## src/rtl/serial_byte_deserializer.sv

```systemverilog
// Reassembles LSB-first serial bits into bytes and queues them in a
// first-word-fall-through FIFO with a valid/ready output.
module serial_byte_deserializer #(
   parameter int DEPTH = 4,
   parameter int CNT_W = 16
) (
   input  logic                     clk,
   input  logic                     clear,
   input  logic                     ser_in,
   input  logic                     ser_valid,
   input  logic                     ser_sof,
   output logic [7:0]               out_data,
   output logic                     out_valid,
   input  logic                     out_ready,
   output logic [$clog2(DEPTH):0]   fifo_level,
   output logic                     overflow,
   output logic                     frame_err,
   output logic [CNT_W-1:0]         byte_cnt
);

   localparam int PW = $clog2(DEPTH);
   localparam int LW = PW + 1;

   typedef enum logic {HUNT, RECV} state_t;

   state_t           state_q, state_d;
   logic [2:0]       bit_cnt_q, bit_cnt_d;
   logic [7:0]       shreg_q, shreg_d;
   logic [7:0]       mem_q [DEPTH];
   logic [7:0]       mem_d [DEPTH];
   logic [PW-1:0]    wr_ptr_q, wr_ptr_d;
   logic [PW-1:0]    rd_ptr_q, rd_ptr_d;
   logic [LW-1:0]    count_q, count_d;
   logic             overflow_q, overflow_d;
   logic             frame_err_q, frame_err_d;
   logic [CNT_W-1:0] byte_cnt_q, byte_cnt_d;

   logic       push;
   logic       push_ok;
   logic       pop;
   logic [7:0] next_byte;

   always_comb begin
      state_d     = state_q;
      bit_cnt_d   = bit_cnt_q;
      shreg_d     = shreg_q;
      mem_d       = mem_q;
      wr_ptr_d    = wr_ptr_q;
      rd_ptr_d    = rd_ptr_q;
      overflow_d  = overflow_q;
      byte_cnt_d  = byte_cnt_q;
      frame_err_d = 1'b0;
      push        = 1'b0;
      next_byte   = {ser_in, shreg_q[7:1]};

      unique case (state_q)
         HUNT: begin
            if (ser_valid && ser_sof) begin
               shreg_d   = {ser_in, 7'd0};
               bit_cnt_d = 3'd1;
               state_d   = RECV;
            end
         end
         RECV: begin
            if (ser_valid && ser_sof) begin
               // restart on the new sof; the partial byte is lost
               frame_err_d = 1'b1;
               shreg_d     = {ser_in, 7'd0};
               bit_cnt_d   = 3'd1;
            end else if (ser_valid) begin
               if (bit_cnt_q == 3'd7) begin
                  push      = 1'b1;
                  shreg_d   = 8'd0;
                  bit_cnt_d = 3'd0;
                  state_d   = HUNT;
               end else begin
                  shreg_d   = next_byte;
                  bit_cnt_d = bit_cnt_q + 3'd1;
               end
            end
         end
         default: state_d = HUNT;
      endcase

      pop     = (count_q != '0) && out_ready;
      push_ok = push && ((count_q != LW'(DEPTH)) || pop);

      if (pop) begin
         rd_ptr_d = rd_ptr_q + PW'(1);
      end
      if (push_ok) begin
         mem_d[wr_ptr_q] = next_byte;
         wr_ptr_d        = wr_ptr_q + PW'(1);
         byte_cnt_d      = byte_cnt_q + CNT_W'(1);
      end
      if (push && !push_ok) begin
         overflow_d = 1'b1;
      end
      count_d = count_q + LW'(push_ok) - LW'(pop);
   end

   always_ff @(posedge clk) begin
      if (clear) begin
         state_q     <= HUNT;
         bit_cnt_q   <= 3'd0;
         shreg_q     <= 8'd0;
         for (int i = 0; i < DEPTH; i++) begin
            mem_q[i] <= 8'd0;
         end
         wr_ptr_q    <= '0;
         rd_ptr_q    <= '0;
         count_q     <= '0;
         overflow_q  <= 1'b0;
         frame_err_q <= 1'b0;
         byte_cnt_q  <= '0;
      end else begin
         state_q     <= state_d;
         bit_cnt_q   <= bit_cnt_d;
         shreg_q     <= shreg_d;
         mem_q       <= mem_d;
         wr_ptr_q    <= wr_ptr_d;
         rd_ptr_q    <= rd_ptr_d;
         count_q     <= count_d;
         overflow_q  <= overflow_d;
         frame_err_q <= frame_err_d;
         byte_cnt_q  <= byte_cnt_d;
      end
   end

   assign out_valid  = (count_q != '0);
   assign out_data   = out_valid ? mem_q[rd_ptr_q] : 8'h00;
   assign fifo_level = count_q;
   assign overflow   = overflow_q;
   assign frame_err  = frame_err_q;
   assign byte_cnt   = byte_cnt_q;

endmodule

```

## config.mk

```make
export PLATFORM = sky130hd
export DESIGN_NAME = serial_byte_deserializer
export DESIGN_NICKNAME = d
export VERILOG_FILES = /design/src/rtl/serial_byte_deserializer.sv
export SDC_FILE = /design/constraint.sdc
export NUM_CORES = 1
export LEC_CHECK = 0
export CAP_MARGIN = 20
export CORE_ASPECT_RATIO = 1.4
export CORE_UTILIZATION = 45
export DETAILED_ROUTE_END_ITERATION = 12
export HOLD_SLACK_MARGIN = 0.08
export PLACE_DENSITY_LB_ADDON = 0.2
export SETUP_SLACK_MARGIN = 0.5
export SYNTH_ARGS = -nofsm -noshare
export SYNTH_HDL_FRONTEND = slang
export SYNTH_SLANG_ARGS = --single-unit
```

## constraint.sdc

```tcl
create_clock -name clk -period 2.16 [get_ports clk]
set_input_delay 0.432 -clock clk [delete_from_list [all_inputs] [get_ports clk]]
set_output_delay 0.432 -clock clk [all_outputs]
set_load 0.005 [all_outputs]
```

# [After elaboration in Yosys (flattened, before gate mapping)]
# Cells that the tools add are included.
[classes] addsub=6 order_cmp=3 eq_ne=4 muxes=26 bitwise=3 reduce_logical=10
[ops] operator="8-bit two-way mux" count=8
[ops] operator="32-bit bitwise mux" count=1
[ops] operator="16-bit by 1-bit adder with 16-bit output (second input constant)" count=1
[ops] operator="8-bit binary-select mux with 2-bit select" count=1
[ops] operator="8-bit demux with 2-bit select" count=1
[ops] operator="8-bit one-hot mux with 2 select lines" count=1
[ops] operator="3-bit two-way mux" count=4
[ops] operator="1-bit two-way mux" count=8
[ops] operator="3-bit greater-or-equal comparator (second input constant)" count=2
[ops] operator="2-bit inverter with 3-bit output" count=2
[ops] operator="3-bit one-hot mux with 2 select lines" count=1
[ops] operator="1-bit logical AND" count=5
[ops] operator="2-bit by 1-bit adder with 2-bit output (second input constant)" count=2
[ops] operator="3-bit by 1-bit adder with 3-bit output" count=1
[ops] operator="3-bit by 1-bit adder with 3-bit output (second input constant)" count=1
[ops] operator="3-bit equality test (second input constant)" count=1
[ops] operator="3-bit by 1-bit less-than comparator with 1-bit output (second input constant)" count=1
[ops] operator="3-bit by 2-bit != test with 1-bit output (second input constant)" count=1
[ops] operator="3-bit != test (second input constant)" count=1
[ops] operator="3-bit nonzero test" count=1
[ops] operator="3-bit by 1-bit subtractor with 3-bit output" count=1
[ops] operator="2-bit != test (second input constant)" count=1
[ops] operator="1-bit one-hot mux with 2 select lines" count=1
[ops] operator="2-bit AND reduction" count=1
[ops] operator="other kinds (4)" count=4
[totals] reg_bits=69 inputBits=6 word_cells=65

# [Depth between registers and ports, before layout]
# Gate-level depths: netlist of the first run.
[depth] word_depth=8 depth_mapped=11 mapped_depth_nobuf=11

# [Least setup slack after synthesis of the first run]
# No wires, ideal clock.
[synth_path] kind="register -> register" from="register bit_cnt_q[0]" to="register count_q[2], in the netlist fifo_level[2]" setup_time_ns=0.128 t_arrival_ns=2.189 required_time_ns=2.032 path_slack_ns=-0.156 stages_incl_launch_ff=12 n_path_buf=0 cell_sequence="dfxtp_1 > ha_1 > ha_1 > and4b_4 > nand2_4 > ha_1 > inv_1 > ha_1 > fa_1 > xnor2_1 > xnor2_1 > nor2_1"
[synth_via] elab_chain_cells=8
[synth_rtl] element="from (decl)" line="27" text="logic [2:0] bit_cnt_q, bit_cnt_d;"
[synth_rtl] element="from (signal assigned)" line="118" text="bit_cnt_q <= bit_cnt_d;"
[synth_rtl] element="3-bit equality test" line="71" text="if (bit_cnt_q == 3'd7) begin"
[synth_rtl] element="1-bit two-way mux" line="71"
[synth_rtl] element="1-bit two-way mux" line="70" text="end else if (ser_valid) begin"
[synth_rtl] element="1-bit two-way mux" line="65" text="if (ser_valid && ser_sof) begin"
[synth_rtl] element="1-bit two-way mux" line="56" text="unique case (state_q)"
[synth_rtl] element="1-bit logical AND" line="86" text="push_ok = push && ((count_q != LW'(DEPTH)) || pop);"
[synth_rtl] element="3-bit by 1-bit adder with 3-bit output" line="99" text="count_d = count_q + LW'(push_ok) - LW'(pop);"
[synth_rtl] element="3-bit by 1-bit subtractor with 3-bit output" line="99"
[synth_rtl] element="to (signal assigned)" line="123" text="count_q <= count_d;"
[synth_rtl] element="to (decl)" line="33" text="logic [LW-1:0] count_q, count_d;"
# No other way between the ends.
# A chain may end at the register's enable or synchronous reset.

# [Worst setup path in the final report of the first run]
[layout_path] from="register bit_cnt_q[1]" to="register count_q[2], in the netlist fifo_level[2]"
# Same word-level chain as after synthesis.

==> results.yml, run 1 <==
status:
  outcome: "finished, violations left"
  violations: "design-rule violations"
sta:
  slew_headroom_pct: 71.4
  maxSlewViolCount: 0
  worstMarginPinSlew_ns: 0.424
  finalSetupTns_ns: 0
  clock_skew_ns: 0.0114
  setup_violations: 0
  rsz0062_at_grt: "yes"
  fmax_mhz: 464
  period_needed_ns: 2.15
  hold_viol: 0
  min_period_over_period_pct: 99.7
global_route:
  grtUsageTotal_pct: 20.7
  grt_pass1_vias: 2385
  grt_max_degree: 31
  grt_pass1_wl_microns: 11200
  antenna_found_initial: 0
  overflow: 0
cells_and_area:
  n_antenna_cell: 0
  layout_commonest_cell: "dfxtp_1"
  areaGrowthSynthToFinish_pct: 35.7
  fin_area_sq_um: 4100
  drive_above_1_share_pct: 32.4
  layoutNonFillerInstCount: 448
  final_cell_mix: "dfxtp_1, nor2_1, buf_4"
  layout.nets: 385
place:
  routabilityCongestion: 0.755
  dpl_cell_area_sq_um: 3630
  io_buffers: 35
  dp_hpwl_microns: 4270
  dpl.cell_count: 411
yosys:
  netlist_instances: 295
  ys_ff_latch: 68
  synth_cell_types: 35
  synth_area_leaders: "dfxtp_1, mux2i_1, mux4_2"
  ys_warn_count: 0
  syn_area_sq_um: 3020
  synth_top_cell_by_area: "dfxtp_1"
  synth_fp_nets: 311
  syn_avg_cell_area_sq_um: 10.2
  synth_top_area_share_pct: 45.1
  seq_area_frac_synth_pct: 45.1
pwr:
  cellLeakagePower_uw: 0.00192
  irDropWorstVdd_uv: 451
  power.density_nw_per_um2: 809
hold_path:
  hold_path_end: "shreg_q[7]"
  hold_start: "clear"
  hold-path-cell-count: 2
  min_path_type: "in -> reg"
job:
  maxCapViolCount: 0
routing:
  wl_per_cell_microns: 14.9
  dr_total_vias: 2435
  drt-initial-drc-count: 91
  dr.pass1.iters: 8
  drt_wl_total_microns: 6690
  drc: 3
  final_antenna_net_count: 0
  via_per_inst: 5.44
clock_tree:
  htree_num_levels: 3
  clock_latency_ns: 0.36
  cts_tree: "done"
  clock-root-buffer: "clkbuf_8"
  holdBufCountCts: 0
  cts_buffers: 9
  ctsLongestPathBuffers: 2
  numClockSinks: 68
  clk_pin_slew_worst_paths_ns: 0.08
floorplanning:
  die-area_sq_um: 7050
  core_sq_um: 6530
  start_util_pct: 46.3
  die_h_microns: 98.9
  die_w_microns: 71.2
  rows: 35
  io_pins: 36
critical_path:
  reg2reg_from: "bit_cnt_q[1]"
  critPathSlowestCell: "dfxtp_2"
  crit_type: "reg -> reg"
  crit_buf_inv: 1
  start_kind: "flop"
  cpMostUsedCell: "ha_4"
  end_kind: "flop"
  cp.required_ns: 2.40
  path_max_fanout: 2
  crit_arrival_ns: 2.39
  crit_path_cell_trace: "ha_4, ha_4, and4b_4, nand2_4, ha_4, inv_2, ha_4, fa_2, xnor2_2, xnor2_1, nor2_1"
  cp_top_family: "adder cells"
  r2r_slack_ns: 0.007
  crit_cells: 11
  r2r.worst_path.cells: 11
  slowest_delay_ns: 0.36
  r2r-end: "fifo_level[2]"
[cell families (layout without fill, tap and decap cells)]
family / after synthesis / in the layout / synth area share [%]
flops: 68 / 68 / 45.1
fa+ha+maj: 10 / 10 / 4.39
mux: 40 / 40 / 16.6
compound gates: 38 / 38 / 7.58
buf+inv: 19 / 98 / 2.90
simple gates: 111 / 111 / 20.9
xor+xnor: 9 / 9 / 2.61
[per-layer routing]
metal	vias up	GRT usage (%)	part of all wire (%)
li1	1192	-	-
met1	1188	23.7	43
met2	46	36.0	52
met3	9	4.09	3.2
met4	0	10.8	2.2
met5	-	0	0
[where the power goes]
group	internal, uW	leakage (uW)	switching [uW]	total, uW
logic	523	0.00126	372	895
clock network	551	0.000101	537	1090
registers	1300	0.000561	34.6	1330
total	2370	0.00192	944	3310
[how the worst max path moves through the flow]
stage	startpoint	endpoint	slack, ns
2_1_floorplan	out_ready	fifo_level[2]	-0.07
3_3_place_gp	out_ready	fifo_level[2]	-0.46
3_5_place_dp	out_ready	fifo_level[2]	-0.47
4_1_cts	bit_cnt_q[1]	fifo_level[2]	-0.006
5_1_grt	bit_cnt_q[1]	fifo_level[2]	-0.06
6_report	bit_cnt_q[1]	fifo_level[2]	0.007
[metrics by stage]
stage	hold WS (ns)	power [uW]	utilization, %	setup WS (ns)
5_1_grt	0.432	3480	62.8	-0.0602
2_1_floorplan	0.458	1730	-	-0.0671
3_5_place_dp	0.464	2040	55.6	-0.474
4_1_cts	0.420	3350	62.1	-0.00627
6_report	0.430	3310	62.8	0.00653
3_3_place_gp	0.462	2030	55.6	-0.461
[layout make-up]
| class | count | area [sq um] |
|---|---|---|
| clock inverter | 7 | 81.3 |
| inverter | 7 | 26.3 |
| sequential | 68 | 1400 |
| tap | 74 | 92.6 |
| timing repair buffer | 75 | 716 |
| multi-input combinational | 208 | 1660 |
| fill | 550 | 2430 |
| clock buffer | 9 | 124 |
[synthesized netlist by cell type]
cell type  number
mux2i_1        32
nor2_1         45
nand4_2         1
or3_1          10
nand2_1        12
and2_1         10
nand3_2         1
nand2_4         1
o31ai_1         2
a22o_1          6
xnor2_1         4
ha_1            9
a21oi_1        16
buf_1           1
and3_1          1
a32oi_1         3
buf_6           2
inv_1           7
nor3b_1         2
nor2b_1         4
fa_1            1
nand2b_1        2
nand4_1         4
clkbuf_1        8
xor2_1          5
or4b_4          1
mux4_2          8
nand3_4         4
nand3_1         7
and4_1          3
o21ai_0        11
buf_2           1
dfxtp_1        68
or4_1           2
and4b_4         1
[state kept, by name, indices dropped and copies added (netlist names)]
name	cells
overflow	1
wr_ptr_q	2
rd_ptr_q	2
fifo_level	3
bit_cnt_q	3
frame_err	1
state_q	1
mem_q	32
byte_cnt	16
shreg_q	7
[what timing repair did]
item | CTS | global route
hold endpoints to repair | 0 | 0
endpoints found under the setup margin | 76 | 68
gates cloned | 0 | 0
pin swaps | 15 | 0
resized for setup | 76 | 11
setup buffers | 19 | 2
(Power assumes the default switching activity.)
==> inputs of run 2 (changes only) <==
--- a/config.mk
+++ b/config.mk
@@ -10,6 +10,7 @@
 export CORE_UTILIZATION = 45
 export DETAILED_ROUTE_END_ITERATION = 12
 export HOLD_SLACK_MARGIN = 0.08
+export MAX_ROUTING_LAYER = met4
 export PLACE_DENSITY_LB_ADDON = 0.2
 export SETUP_SLACK_MARGIN = 0.5
 export SYNTH_ARGS = -nofsm -noshare
==> constraint.sdc (replaced) <==
create_clock -name clk -period 2.3 [get_ports clk]
set_input_delay 0.46 -clock clk [delete_from_list [all_inputs] [get_ports clk]]
set_output_delay 0.46 -clock clk [all_outputs]
set_load 0.005 [all_outputs]
==> run 2 against run 1 <==
  * The flow still finishes with violations (design-rule violations)
  * Via count shrank 1.9%
  * Fmax decreased by 1.6%
  * Critical path depth unchanged
  * Cell count up 0.22%
  * Combinational power shrank 0.7%
  * Core utilization increased by 0.59 points
  * Critical path type unchanged
  * Largest power group unchanged
==> results.yml, run 2 (synthesis results as in run 1) <==
routing:
  dr.pass1.iters: 8
  drt_wl_total_microns: 6710
  dr_total_vias: 2388
  drc: 6
  via_per_inst: 5.32
  wl_per_cell_microns: 14.9
  drt-initial-drc-count: 87
  final_antenna_net_count: 0
pwr:
  power.internal_uw: 2320
  irDropWorstVdd_uv: 520
  swShare_pct: 26.4
  seqPwrFrac_pct: 40.1
  pwr-share-comb_pct: 28.2
  power_frac_clock_pct: 31.7
  cellLeakagePower_uw: 0.00178
  power_uw: 3150
  power.density_nw_per_um2: 761
  p_switching_uw: 833
sta:
  slew_headroom_pct: 65.4
  finalSetupTns_ns: 0
  maxSlewViolCount: 0
  clock_skew_ns: 0.00747
  min_period_over_period_pct: 95.1
  setup_violations: 0
  period_needed_ns: 2.19
  rsz0062_at_grt: "yes"
  hold_viol: 0
  whs_ns: 0.492
  fmax_mhz: 457
  worstMarginPinSlew_ns: 0.519
hold_path:
  min_path_type: "reg -> reg"
  hold_start: "byte_cnt[15]"
  hold_path_end: "byte_cnt[15]"
  hold-path-cell-count: 2
status:
  violations: "design-rule violations"
  outcome: "finished, violations left"
floorplanning:
  start_util_pct: 46.3
  io_pins: 36
  rows: 35
  core_sq_um: 6530
  die-area_sq_um: 7050
  die_w_microns: 71.2
  die_h_microns: 98.9
cells_and_area:
  top_register: "mem_q"
  final_core_util_pct: 63.4
  largest_reg_flops: 32
  n_antenna_cell: 0
  drive_above_1_share_pct: 29.1
  areaGrowthSynthToFinish_pct: 37.0
  final_cell_mix: "dfxtp_1, nor2_1, mux2i_1"
  layout_commonest_cell: "dfxtp_1"
  layout.nets: 386
  fin_area_sq_um: 4140
place:
  dpl_cell_area_sq_um: 3610
  dp_hpwl_microns: 4210
  io_buffers: 35
  routabilityCongestion: 0.745
critical_path:
  start_kind: "flop"
  cp.required_ns: 2.52
  path_max_fanout: 2
  r2r.worst_path.cells: 11
  end_kind: "flop"
  r2r-end: "fifo_level[2]"
  crit_arrival_ns: 2.41
  reg2reg_from: "bit_cnt_q[1]"
  r2r_slack_ns: 0.11
  crit_type: "reg -> reg"
clock_tree:
  clk_pin_slew_worst_paths_ns: 0.07
  htree_num_levels: 3
  clock-root-buffer: "clkbuf_8"
  numClockSinks: 68
  cts_buffers: 9
  cts_tree: "done"
  clock_latency_ns: 0.35
  ctsLongestPathBuffers: 2
global_route:
  grt_max_degree: 42
  grtUsageTotal_pct: 21.7
  overflow: 0
  grt_pass1_vias: 2341
  antenna_found_initial: 0
  grt_pass1_wl_microns: 11300
job:
  maxCapViolCount: 0
-- run 2: final cells by class --
cell class,count,area [sq um]
tap,74,92.6
clock inverter,4,47.5
fill,529,2390
clock buffer,12,155
multi-input combinational,208,1690
sequential,68,1380
inverter,7,26.3
timing repair buffer,76,751
-- run 2: repair_timing --
action,4_1_cts,5_1_grt
pin swaps,25,13
buffers inserted,21,2
hold buffers,0,0
resized for setup,67,12
endpoints found under the setup margin,59,62
-- run 2: power groups by stage --
stage          logic [uW]  clock network [uW]  registers [uW]
2_1_floorplan         347                   0            1280
3_3_place_gp          615                   0            1280
3_5_place_dp          620                   0            1280
4_1_cts               873                1020            1260
5_1_grt               962                1080            1270
6_report              889                 999            1260
-- run 2: routing by layer --
layer | GRT usage, % | routed length [microns] | vias up
li1 | - | - | 1196
met2 | 35.9 | 3340 | 50
met1 | 24.5 | 2980 | 1127
met5 | - | 0 | -
met3 | 3.17 | 174 | 15
met4 | 12.9 | 210 | 0
-- run 2: worst max-delay path, stage by stage, from the launching register on --
cell and delay (ns):
dfxtp_2 0.36, ha_4 0.15, ha_4 0.12, and4b_4 0.25, nand2_4 0.07, ha_4 0.25, inv_2 0.03, ha_4 0.14
fa_2 0.34, xnor2_2 0.14, xnor2_1 0.15, nor2_1 0.05
-- run 2: worst max path at each step --
stage	start	end	slack, ns
6_report	bit_cnt_q[1]	fifo_level[2]	0.11
5_1_grt	bit_cnt_q[0]	fifo_level[2]	0.04
4_1_cts	bit_cnt_q[0]	fifo_level[2]	0.13
3_5_place_dp	out_ready	fifo_level[2]	-0.40
3_3_place_gp	out_ready	fifo_level[2]	-0.36
2_1_floorplan	out_ready	fifo_level[2]	0.04
-- run 2: through the flow --
step | cells | setup slack [ns]
after global routing | 449 | 0.0401
final | 449 | 0.112
after CTS | 447 | 0.127
after global placement | 410 | -0.363
after detailed placement | 410 | -0.396
after floorplan | 295 | 0.0449
==> inputs of run 3 (changes only) <==
--- a/config.mk
+++ b/config.mk
@@ -7,6 +7,7 @@
 export LEC_CHECK = 0
 export CAP_MARGIN = 20
 export CORE_ASPECT_RATIO = 1.4
+export CORE_MARGIN = 8
 export CORE_UTILIZATION = 45
 export DETAILED_ROUTE_END_ITERATION = 12
 export HOLD_SLACK_MARGIN = 0.08
==> run 3 against run 2 <==
  * The flow now finishes without violations
  * First-iteration DRC count is 37% lower
  * Flip-flop and latch count is the same
  * Combinational power is 15% lower
  * Global-route usage is 6.2 points lower
  * Clock skew rose by 0.0024 ns
  * Register-to-register slack improved by 0.04 ns
  * Count of clock-buffer cells in the layout down 1
  * Critical path type is now in -> reg
  * Critical endpoint unchanged
  * Largest cell class unchanged
  * Largest power group unchanged
  * Highest routed layer unchanged
==> results.yml, run 3 (synthesis results as in run 1) <==
status:
  outcome: "completed"
clock_tree:
  clock-root-buffer: "clkbuf_8"
  clock_latency_ns: 0.34
  htree_num_levels: 3
  numClockSinks: 68
  ctsLongestPathBuffers: 2
  cts_tree: "done"
  cts_buffers: 9
  clk_pin_slew_worst_paths_ns: 0.07
critical_path:
  end_kind: "flop"
  crit_arrival_ns: 2.39
  r2r_slack_ns: 0.15
  path_max_fanout: 2
  cp.required_ns: 2.53
  r2r.worst_path.cells: 11
  reg2reg_from: "bit_cnt_q[1]"
  cpMostUsedCell: "ha_4"
  critPathSlowestCell: "clkdlybuf4s50_1"
  start_kind: "input pin"
  crit_type: "in -> reg"
  crit_path_cell_trace: "clkdlybuf4s50_1, and4b_4, nand2_4, ha_4, inv_2, ha_4, fa_2, xnor2_2, xnor2_1, nor2_1"
  r2r-end: "fifo_level[2]"
  slowest_delay_ns: 0.48
cells_and_area:
  final_core_util_pct: 62.3
  layout_commonest_cell: "dfxtp_1"
  final_cell_mix: "dfxtp_1, nor2_1, mux2i_1"
  largest_reg_flops: 32
  n_antenna_cell: 0
  fin_area_sq_um: 4060
  regArea_sq_um: 1380
  top_register: "mem_q"
  areaGrowthSynthToFinish_pct: 34.5
  fillerInstances: 540
  multi_input_area_sq_um: 1690
  layout.nets: 383
  drive_above_1_share_pct: 29.8
sta:
  min_period_over_period_pct: 94.1
  hold_viol: 0
  whs_ns: 0.432
  rsz0062_at_grt: "yes"
  worstMarginPinSlew_ns: 0.521
  setup_violations: 0
  slew_headroom_pct: 65.2
  fmax_mhz: 462
  maxSlewViolCount: 0
  clock_skew_ns: 0.00991
  period_needed_ns: 2.16
global_route:
  antenna_found_initial: 0
  grtUsageTotal_pct: 15.5
  grt_max_degree: 37
  grt_pass1_wl_microns: 11500
  overflow: 0
  grt_pass1_vias: 2407
job:
  maxCapViolCount: 0
routing:
  dr_total_vias: 2398
  drt-initial-drc-count: 55
  drt_wl_total_microns: 6870
  final_antenna_net_count: 0
  wl_per_cell_microns: 15.4
  dr.pass1.iters: 4
  via_per_inst: 5.38
  drc: 0
floorplanning:
  rows: 35
  die_w_microns: 85.2
  die_h_microns: 113
  die-area_sq_um: 9630
  io_pins: 36
  start_util_pct: 46.3
  core_sq_um: 6530
place:
  io_buffers: 35
  dpl_cell_area_sq_um: 3600
  dp_hpwl_microns: 4510
  routabilityCongestion: 0.760
pwr:
  cellLeakagePower_uw: 0.00175
  irDropWorstVdd_uv: 433
  power_uw: 2930
  power.density_nw_per_um2: 720
hold_path:
  hold-path-cell-count: 2
  min_path_type: "in -> reg"
  hold_start: "clear"
  hold_path_end: "mem_q[30]"
run 3: layer usage:
metal  up-vias  wire, microns  track usage [%]
met5         -              0                -
met4         0            233             8.47
li1       1188              -                -
met3        18            337             4.57
met2        52           3410             24.8
met1      1140           2890             16.8
run 3: worst max-delay path, delay by kind of cell:
family	cells	cell delay, ns
adders and majority gates	3	0.75
buffers and inverters	2	0.52
xor gates and xnor gates	2	0.27
and+or+nand+nor	3	0.38
run 3: how the worst max path moves through the flow:
stage / start / endpoint / slack [ns]
after detailed placement: out_ready / fifo_level[2] / -0.39
final: ser_valid / fifo_level[2] / 0.14
after floorplan: out_ready / fifo_level[2] / 0.04
after global routing: bit_cnt_q[1] / fifo_level[2] / 0.06
after global placement: out_ready / fifo_level[2] / -0.35
after CTS: bit_cnt_q[1] / fifo_level[2] / 0.15
run 3: per-stage QoR:
stage	worst slack (ns)	TNS (ns)	std cells
finish	0.136	0	446
global route	0.0567	0	446
CTS	0.153	0	440
detailed placement	-0.389	-1.06	411
global placement	-0.348	-0.713	411
floorplan	0.0449	0	295
run 3: cell type report:
| cell class | instances | share of cell area [%] |
|---|---|---|
| clock buffer | 11 | 3.73 |
| clock inverter | 5 | 0.893 |
| inverter | 7 | 0.647 |
| multi-input combinational | 208 | 41.5 |
| sequential | 68 | 33.9 |
| tap | 74 | 2.28 |
| timing repair buffer | 73 | 17.1 |
run 3: report_power, final:
| part | internal (uW) | total, uW | switching, uW | leakage (uW) |
|---|---|---|---|---|
| Clock | 449 | 905 | 455 | 0.0000876 |
| Combinational | 413 | 757 | 344 | 0.00111 |
| Sequential | 1220 | 1260 | 40.9 | 0.000554 |
| Total | 2090 | 2930 | 840 | 0.00175 |
run 3: repair_timing:
action,in CTS,in global routing
cloned,1,0
gates resized for setup,71,18
buffers inserted,12,6
pin swaps,26,11
endpoints found under the setup margin,59,60
hold buffers,0,0
==> edit 1: new RTL, settings of run 3 <==
Change the parameter `CNT_W` from 16 to 32.
--- a/src/rtl/serial_byte_deserializer.sv
+++ b/src/rtl/serial_byte_deserializer.sv
@@ -2,7 +2,7 @@
 // first-word-fall-through FIFO with a valid/ready output.
 module serial_byte_deserializer #(
    parameter int DEPTH = 4,
-   parameter int CNT_W = 16
+   parameter int CNT_W = 32
 ) (
    input  logic                     clk,
    input  logic                     clear,
Ports: changed (resized byte_cnt); port bits go from 36 to 52. The function was not compared with the original's and may differ.
==> edit 1 against run 3 <==
Synthesized area increased by 30%. Power increased by 39%. Final area increased by 42%. Setup slack improved by 0.018 ns. Routed wire length increased by 61%. Sequential cell count increased by 16. Utilization increased by 5.2 points. Critical endpoint unchanged. Highest routed layer unchanged.
==> edit 1: results (changes against run 3) <==
synthesis:
  synthArstFlopShare: 0  # unchanged
  seq_area_frac_synth: 0.4280  # -0.02268
  synth_edf_count: 0  # unchanged
  yosys-top-cells-area: "dfxtp_1 43%, a21oi_1 5.5%, mux4_2 4.6%, nor2_1 4.3%, mux2i_1 4.1%"
  synth_nets: 449  # +44%
  synth_common_cells: "84 x dfxtp_1, 45 x nor2_1, 43 x a21oi_1"
  synth.distinct_cells: 40  # +14%
  syn_area_per_cell_sq_um: 9.073  # -11%
  synth_warnings: 0  # unchanged
clock_network:
  clock_path_buffers: 2  # unchanged
  cts_inserted_buffers: 9  # unchanged
  insertion_delay_ns: 0.35
  htree_levels: 3  # unchanged
  root_buffer: "clkbuf_16"
  clk_pin_slew_ns: 0.06
grt:
  grt_pass1_wl_microns: 17820  # +55%
  antenna_found_initial: 0  # unchanged
  grt_max_degree: 43  # +16%
  first_global_vias: 3571  # +48%
  grt_usage: 0.1915  # +0.03686
routing:
  wirelength_microns: 11070  # +61%
  wl_per_cell_microns: 17.38  # +13%
  drt_iter0_markers: 132  # +140%
  firstDrtPassIters: 4  # unchanged
  drt-vias-per-instance: 5.765  # +7.2%
run_status:
  run_status: "finished, final reports clean"
placed_design:
  pre_cts_ws_ns: -0.3957  # -0.006805 ns
  place_inst: 593  # +44%
  gp_congestion: 0.8166  # +7.5%
  dp_hpwl_microns: 6862  # +52%
  place.port_buffers: 51  # +46%
sta:
  skew_ns: 0.01120  # +0.001289 ns
  slew_headroom: 0.5460  # -0.1057
cells_and_area:
  nets: 543  # +42%
  drive_above_1_share: 0.3628  # +0.06439
  fillers: 650  # +20%
  diodes: 0  # unchanged
critical_path:
  critPathLaunchType: "flop"
  cp_max_fo: 2  # unchanged
  cp.arrival_ns: 2.38
  r2r-start: "bit_cnt_q[1]"
power_and_ir_drop:
  netSwitchingFraction: 0.2606  # -0.02652
  p_leak_nw: 2.197  # +26%
  worst_ir_drop_vdd_uv: 736.6  # +70%
worst_hold_path:
  hold_class: "flop to flop"
  hold_start: "mem_q[2]"
[edit 1: cell count changes in the layout (fill, tap and decap cells not counted), sizes merged, moves of 11 or more]
| cell | before | now |
|---|---|---|
| dfxtp | 68 | 84 |
| a21oi | 16 | 43 |
| nand3 | 12 | 32 |
| or4 | 2 | 16 |
| buf | 47 | 68 |
| mux2i | 32 | 16 |
| clkdlybuf4s50 | 21 | 35 |
| nand4 | 5 | 16 |
| nand2 | 13 | 33 |
[edit 1: layer usage]
metal | GRT usage | up-vias | part of all wire
met5 | - | - | 0
met4 | 0.07103 | 0 | 0.027
met2 | 0.3305 | 68 | 0.53
met1 | 0.2011 | 1815 | 0.40
li1 | - | 1766 | -
met3 | 0.05313 | 23 | 0.046
[edit 1: path summary, 6_finish.rpt]
path / end / slack, ns / depth (start not counted)
setup / recovery: fifo_level[2] / 0.15 / 12
setup reg to reg: fifo_level[2] / 0.15 / 12
hold / removal: mem_q[2] / 0.46 / 2
hold reg to reg: mem_q[2] / 0.46 / 2
[edit 1: critical path, stage by stage, from the launching register on]
cell and delay [ns]:
dfxtp_2 0.35, ha_4 0.14, ha_4 0.14, nand4b_4 0.12, nor2_4 0.12, inv_2 0.06, ha_4 0.26, inv_2 0.04
ha_4 0.15, fa_2 0.34, xnor2_2 0.15, xnor2_1 0.13, nor2_1 0.05
[edit 1: stage by stage]
stage	hold slack [ns]	area (sq um)	TNS [ns]	util
3_3_place_gp	0.4414	4843	-10.39	0.5659
5_1_grt	0.4814	5778	0	0.6751
3_5_place_dp	0.4464	4843	-10.12	0.5659
4_1_cts	0.4646	5517	0	0.6446
2_1_floorplan	0.4331	4119	0	-
6_report	0.4615	5778	0	0.6751
[edit 1: cell type report]
cell class | count | area [sq um] | share of cell area
multi-input combinational | 316 | 2501 | 0.4329
timing repair buffer | 109 | 1080 | 0.1869
tap | 105 | 131.4 | 0.02274
clock inverter | 5 | 60.06 | 0.01039
inverter | 7 | 26.28 | 0.004547
clock buffer | 11 | 252.7 | 0.04374
sequential | 84 | 1727 | 0.2988
[edit 1: logic make-up after synthesis]
family | synth area share
AOI/OAI and AO/OA | 0.1045
xor gates and xnor gates | 0.02675
adders and majority gates | 0.03376
buffers and inverters | 0.04236
DFF | 0.4280
muxes | 0.1010
and+or+nand+nor | 0.2637
[edit 1: power by group through the flow]
stage	clock network (mW)	logic, mW	registers [mW]
after global routing	1.59	1.09	1.55
after floorplan	0	0.340	1.56
after CTS	1.51	0.924	1.53
final	1.50	1.02	1.54
after detailed placement	0	0.645	1.55
after global placement	0	0.635	1.55
[edit 1: what timing repair did]
| action | 4_1_cts | 5_1_grt |
|---|---|---|
| endpoints found under the setup margin | 78 | 79 |
| buffers inserted | 16 | 8 |
| pin swaps | 49 | 20 |
| gates cloned | 4 | 0 |
| resized for setup | 93 | 54 |
==> edit 2: new RTL, config.mk and constraints of run 3 <==
Without the edit above. Put one more register stage on the output `byte_cnt`, without a reset. The value now appears one clock later. The other outputs are not delayed to match.
--- a/src/rtl/serial_byte_deserializer.sv
+++ b/src/rtl/serial_byte_deserializer.sv
@@ -132,7 +132,9 @@
    assign fifo_level = count_q;
    assign overflow   = overflow_q;
    assign frame_err  = frame_err_q;
-   assign byte_cnt   = byte_cnt_q;
+   always_ff @(posedge clk) begin
+      byte_cnt <= byte_cnt_q;
+   end
 
 endmodule
 
Behaviour: not the same (Yosys sat finds a counterexample within 10 cycles, from zero or initial values).
==> edit 2 against run 3 <==
Highest routed layer unchanged. Final area is 7.5% higher. Synthesized area is 12% higher. Sequential cell count is 16 higher. First-iteration DRC count is 87% higher. Non-clock buffer count is 12 lower. Global-route usage is 0.80 points lower. Critical path type is now flop to flop. Critical endpoint unchanged. Routed wire length is 1.8% higher. Setup slack worse by 0.062 ns. Via count is 2.5% higher. Worst hold slack worse by 0.070 ns. Power is 7.6% higher.
==> edit 2: results (changes against run 3) <==
run_status:
  run_status: "finished, final reports clean"
placed_design:
  pre_cts_ws_ns: -0.4049  # -0.01604 ns
  place_inst: 459  # +12%
  place.port_buffers: 35  # unchanged
  gp_congestion: 0.7581  # -0.22%
  place_area_sq_mm: 0.004016  # +11%
  dp_hpwl_microns: 4776  # +6.0%
routing:
  highest_layer: "met4"
  dr_wl_met3_microns: 277  # -18%
  wl_met2_microns: 3667  # +7.4%
  drt_iter0_markers: 103  # +87%
  wirelength_microns: 6998  # +1.8%
  vias: 2457  # +2.5%
  drt-met1-wl_microns: 2924  # +1.2%
synthesis:
  synth_compound_area_frac: 0.05191  # -0.02390
  synthAdderAreaFrac: 0.03930  # -0.004608
  synth.distinct_cells: 36  # +2.9%
  synth_nets: 341  # +9.6%
  synthXorXnorAreaFrac: 0.03115  # +0.005048
  synthMuxAreaShare: 0.1483  # -0.01739
  seq_area_frac_synth: 0.4983  # +0.04763
  synth_common_cells: "84 x dfxtp_1, 52 x nor2_1, 32 x mux2i_1"
  yosys-top-cells-area: "dfxtp_1 50%, mux2i_1 9.5%, nor2_1 5.8%, mux4_2 5.3%, ha_1 3.3%"
critical_path:
  crit_slowest_cell: "dfxtp_2"
  crit_path_max_incr_delay_ns: 0.36  # -0.12 ns
  critPathKind: "flop to flop"
  cp.arrival_ns: 2.46  # +0.07 ns
  r2r-start: "bit_cnt_q[0]"
  crit_path_start: "bit_cnt_q[0]"
grt:
  grt_max_degree: 41  # +11%
  gr-usage-met3: 0.03814  # -0.007544
  grt_usage: 0.1466  # -0.008025
  first_global_vias: 2414  # +0.29%
  use_met2: 0.2409  # -0.007501
  grt_use_met1: 0.1622  # -0.005416
  grt_pass1_wl_microns: 11740  # +1.8%
worst_hold_path:
  hold_class: "flop to flop"
  hold_start: "byte_cnt_q[15]"
power_and_ir_drop:
  p_leak_nw: 1.823  # +4.3%
  cellPowerDensity_mw_per_mm2: 720.3  # about the same
  power_frac_seq: 0.492  # +0.060
  intPower_mw: 2.264  # +8.5%
  worst_ir_drop_vdd_uv: 404.5  # -6.5%
  clkPwrFrac: 0.303  # -0.006
sta:
  skew_ns: 0.01300  # +0.003083 ns
  tightest_slew_ns: 0.4133  # -0.1081 ns
cells_and_area:
  drive_above_1_share: 0.2358  # -0.06264
  nets: 397  # +3.7%
  stdcell_count: 483  # +8.3%
clock_network:
  root_buffer: "clkbuf_8"
  clk_pin_slew_ns: 0.09  # +0.02 ns
edit 2: cell count changes after synthesis, moves of 3 or more:
cell	delta
a22o_1	-6
nor3b_1	+5
dfxtp_1	+16
a32oi_1	-3
nand4_1	+3
a21oi_1	+4
nor2_1	+7
edit 2: layout make-up:
class | instances | area [sq um]
tap | 97 | 121.4
clock buffer | 9 | 123.9
fill | 647 | 2945
sequential | 84 | 1690
inverter | 7 | 26.28
clock inverter | 7 | 55.05
timing repair buffer | 61 | 635.6
multi-input combinational | 218 | 1717
edit 2: repair_timing:
action                     4_1_cts  5_1_grt
pin swaps                       17        5
gates cloned                     1        0
setup endpoints to repair       55       56
setup buffers                    6        1
resized for setup               45       18
edit 2: path summary, 6_finish.rpt:
path / end / slack (ns) / depth (start not counted)
min reg2reg: byte_cnt[15] / 0.36 / 0
min: byte_cnt[15] / 0.36 / 0
max reg2reg: fifo_level[2] / 0.07 / 12
max: fifo_level[2] / 0.07 / 12
